`src/rtl/reduce_seq_unit.sv`:
```
// Multi-cycle bitwise reduction unit: folds a WIDTH-bit operand down to one bit
// with OR / AND / XOR / NOR, CHUNK bits per cycle, LSB chunk first. Optional
// early exit once the result can no longer change. Valid/ready on both sides;
// all handshake outputs are registered.
module reduce_seq_unit #(
  parameter int unsigned WIDTH      = 32,
  parameter int unsigned CHUNK      = 8,
  parameter int unsigned EARLY_EXIT = 1,
  localparam int unsigned NCHUNK    = WIDTH / CHUNK,
  localparam int unsigned CW        = $clog2(NCHUNK) + 1
) (
  input  logic             clk,
  input  logic             rst,
  input  logic             in_valid,
  output logic             in_ready,
  input  logic [WIDTH-1:0] in_a,
  input  logic [1:0]       in_op,
  output logic             out_valid,
  input  logic             out_ready,
  output logic             out_y,
  output logic [CW-1:0]    out_cycles
);

  localparam logic [1:0] OpOr  = 2'b00;
  localparam logic [1:0] OpAnd = 2'b01;
  localparam logic [1:0] OpXor = 2'b10;
  localparam logic [1:0] OpNor = 2'b11;

  typedef enum logic [1:0] {StIdle, StRun, StDone} state_e;

  state_e           state;
  logic [WIDTH-1:0] a_q;   // operand, shifted right one chunk per RUN cycle
  logic [1:0]       op_q;
  logic             acc;
  logic [CW-1:0]    cnt;

  logic             acc_next;
  logic             decided;
  logic             last;

  // Fold the current low chunk into the accumulator and decide whether to stop.
  always_comb begin
    acc_next = acc;
    decided  = 1'b0;
    case (op_q)
      OpAnd:   acc_next = acc & (&a_q[CHUNK-1:0]);
      OpXor:   acc_next = acc ^ (^a_q[CHUNK-1:0]);
      default: acc_next = acc | (|a_q[CHUNK-1:0]);  // OR and NOR share the OR tree
    endcase
    if (EARLY_EXIT != 0) begin
      if (op_q == OpAnd) begin
        decided = ~acc_next;
      end else if (op_q != OpXor) begin
        decided = acc_next;
      end
    end
    last = (cnt == CW'(NCHUNK - 1));
  end

  // Control FSM with registered handshake and result outputs.
  always_ff @(posedge clk or posedge rst) begin
    if (rst) begin
      state      <= StIdle;
      in_ready   <= 1'b1;
      out_valid  <= 1'b0;
      out_y      <= 1'b0;
      out_cycles <= '0;
      a_q        <= '0;
      op_q       <= OpOr;
      acc        <= 1'b0;
      cnt        <= '0;
    end else begin
      case (state)
        StIdle: begin
          if (in_valid && in_ready) begin
            a_q      <= in_a;
            op_q     <= in_op;
            acc      <= (in_op == OpAnd);
            cnt      <= '0;
            in_ready <= 1'b0;
            state    <= StRun;
          end
        end
        StRun: begin
          acc <= acc_next;
          a_q <= a_q >> CHUNK;
          cnt <= cnt + CW'(1);
          if (last || decided) begin
            out_valid  <= 1'b1;
            out_y      <= acc_next ^ (op_q == OpNor);
            out_cycles <= cnt + CW'(1);
            state      <= StDone;
          end
        end
        StDone: begin
          if (out_ready) begin
            out_valid <= 1'b0;
            in_ready  <= 1'b1;
            state     <= StIdle;
          end
        end
        default: state <= StIdle;
      endcase
    end
  end

endmodule

```
`config.mk`:
```
export PLATFORM = sky130hd
export DESIGN_NAME = reduce_seq_unit
export DESIGN_NICKNAME = d
export VERILOG_FILES = /design/src/rtl/reduce_seq_unit.sv
export SDC_FILE = /design/constraint.sdc
export NUM_CORES = 1
export LEC_CHECK = 0
export ABC_AREA = 1
export CAP_MARGIN = 10
export CELL_PAD_IN_SITES_DETAIL_PLACEMENT = 1
export CELL_PAD_IN_SITES_GLOBAL_PLACEMENT = 1
export CORE_MARGIN = 2
export CORE_UTILIZATION = 43
export CTS_CLUSTER_SIZE = 40
export DETAILED_ROUTE_END_ITERATION = 10
export PLACE_DENSITY_LB_ADDON = 0.05
export SLEW_MARGIN = 20
export SYNTH_ARGS = -nofsm -noshare
export SYNTH_HDL_FRONTEND = slang
export SYNTH_SLANG_ARGS = --single-unit
```
`constraint.sdc`:
```
create_clock -name clk -period 3.5 [get_ports clk]
set_input_delay 0.7 -clock clk [delete_from_list [all_inputs] [get_ports clk]]
set_output_delay 0.7 -clock clk [all_outputs]
set_load 0.01 [all_outputs]
```
==> out/metrics.yaml <==
status: "finished, final reports clean"
overflow: 0
grt_pass1_wl_um: 9330
hpwl_um: 3850
finalSetupViolations: 0
vias_per_cell: 5.21
initialDrtViolationCount: 48
r2r-start: "in_ready"
arrival_ns: 2.61
tns_ns: 0
p_comb_share_pct: 5.1
fin_nets: 335
maxCapViolCount: 0
grt_antenna_before_repair: 0
ant_nets: 0
maxSlewViolCount: 0
p_seq_share_pct: 49.4
grt_util_all_layers_pct: 19.6
die_h_um: 78.3
crit_path_end_kind: "flip-flop"
timing.rr.end: "a_q[7]"
cp.required_ns: 3.72
ys_ff_latch: 46
rrSetupSlack_ns: 1.44
synthFlopType: "dfrtp_1"
fin_cells: 357
vias: 1859
drc: 0
cts_tree: "built"
final_util_pct: 54.7
leakage_nw: 1.43
fin_crit_sh_pct: 68.4
rsz0062_at_grt: "false"
clockBufferDepth: 2
insertion_delay_ns: 0.30
hold_violations: 0
htree_levels: 2
path_clk_slew_ns: 0.09
cp-start-kind: "input pin"
cp_cell_sequence: "clkdlybuf4s50_1, nand2_1, nor3_4, nor2_4, inv_1, o211ai_1, o21ai_0"
syn-num-nets: 295
ir_drop_mv: 0.206
synth_cell_types: 31
syn2layout_area_growth_pct: 24.6
die_x_um: 78.3
path_delay_family: "buffers and inverters"
switchingPower_uw: 203
io_pins: 44
synth_edf_count: 0
placementRows: 27
seq_area_frac_synth_pct: 48.6
die_area_um2: 6130
post-cts-setup-buffers: 0
place_congestion: 0.738
portBuffers: 43
fmax_ghz: 0.418
hp-start: "in_ready"
slowest_stage: "nor3_4"
p_sw_share_pct: 18.8
cellPowerDensity_nw_per_um2: 364
worst_pin_slew_ns: 0.904
critPathBufInv: 2
core_um2: 5410
ctsResizeCount: 0
final_area_um2: 2960
drt_first_pass_iters: 4
floorplan.initialDensity_pct: 43.9
fin_crit_ns: 2.39
placed_area_um2: 2810
grt_pass1_vias: 1954
clockPowerShare_pct: 45.5
async_flop_share_pct: 100
crit_type: "in2reg"
power.internal_uw: 872
synth.avg_cell_area_um2: 9.72
cts-root-buf: "clkbuf_8"
post_route_cells_drive_above_1_share_pct: 10.5
yosys_warnings: 0
r2r_cells: 6
mostFrequentLayoutCell: "dfrtp_1"
netlist_instances: 244
diodes: 0
crit_fanout: 26
numCtsBuffers: 5
cts.sinks: 46
post_drt_wl_per_cell_um: 15.3
holdPathEnd: "in_ready"
max_slew_margin_pct: 39.4
finalWirelength_um: 5470
dpl.cell_count: 349
synth.cell_area_um2: 2370
critical_path.max_stage_delay_ns: 0.49
min_path_type: "reg2reg"
layout_common_cells: "45 x dfrtp_1, 44 x inv_1, 43 x clkdlybuf4s50_1, 34 x nand2_1"
grt_max_degree: 56
hold_buffers: 0
holdPathStages: 2
finalClockSkew_ns: 0.00262
state kept, by name, indices dropped and copies added (netlist names):
| signal | flops |
|---|---|
| state | 2 |
| out_y | 1 |
| out_valid | 1 |
| a_q | 32 |
| in_ready | 1 |
| op_q | 2 |
| out_cycles | 3 |
| acc | 1 |
| cnt | 3 |
cell usage after synthesis (2+ instances only):
cell       n  area [µm²]
a21oi_1    2        10.0
a221oi_1  19         166
a221oi_2   4        60.1
buf_2      4        20.0
buf_4      4        30.0
buf_6      4        45.0
dfrtp_1   45        1130
ha_1      13         163
inv_1     45         169
inv_2      2        7.51
nand2_1   34         128
nand2_2    3        18.8
nand3_1   10        50.1
nand4_1    2        12.5
nor2_1     4        15.0
nor2_4     2        22.5
nor3_1    19        95.1
nor3_2     4        40.0
o21ai_0   12        60.1
per-stage QoR:
step                setup WS (ns)  power, mW  hold WS [ns]
finish                       1.11       1.07         0.479
global route                0.968       1.11         0.514
CTS                          1.08       1.08         0.481
detailed placement          0.783      0.598         0.466
global placement            0.862      0.598         0.459
floorplan                    1.71      0.550         0.470
routing by layer:
metal | global-route usage, % | part of all wire (%) | wire (µm)
met3 | 2.76 | 2.3 | 124
met2 | 33.8 | 49 | 2670
met5 | 0 | 0 | 0
met4 | 5.26 | 1.2 | 65
met1 | 26.1 | 48 | 2600
power by group through the flow:
stage,Clock (mW),Sequential (mW),Combinational [mW]
final,0.489,0.531,0.0553
after CTS,0.495,0.531,0.0567
after detailed placement,0,0.542,0.0563
after global routing,0.516,0.531,0.0600
after floorplan,0,0.542,0.00801
after global placement,0,0.542,0.0568
worst register-to-register path: cells and delay by family (launching register included):
family | cells | cell delay [ns]
flip-flops | 1 | 0.55
AO/OA/AOI/OAI | 2 | 0.23
AND/OR/NAND/NOR | 3 | 0.85
buffers and inverters | 1 | 0.37
worst max-delay path by stage:
stage / start / end / slack, ns / cells past startpoint
after floorplan: rst / a_q[0] / 1.71 / 1
after global placement: in_valid / a_q[7] / 0.86 / 7
after detailed placement: in_valid / a_q[7] / 0.78 / 7
after CTS: in_valid / a_q[7] / 1.08 / 7
after global routing: in_valid / a_q[7] / 0.97 / 7
final: in_valid / a_q[7] / 1.11 / 7
area by class of cell:
cell class,count,area [µm²]
Clock buffer,6,82.6
Multi-Input combinational cell,139,948
Fill cell,632,2450
Sequential cell,46,1150
Clock inverter,2,60.1
Tap cell,72,90.1
Timing Repair Buffer,45,445
Inverter,47,176
logic make-up after synthesis:
family | share of synthesized area, %
compound gates | 14.0
flops | 48.6
xor+xnor | 0.369
buf+inv | 11.4
fa+ha+maj | 6.86
simple gates | 18.7
(Power assumes the default switching activity.)
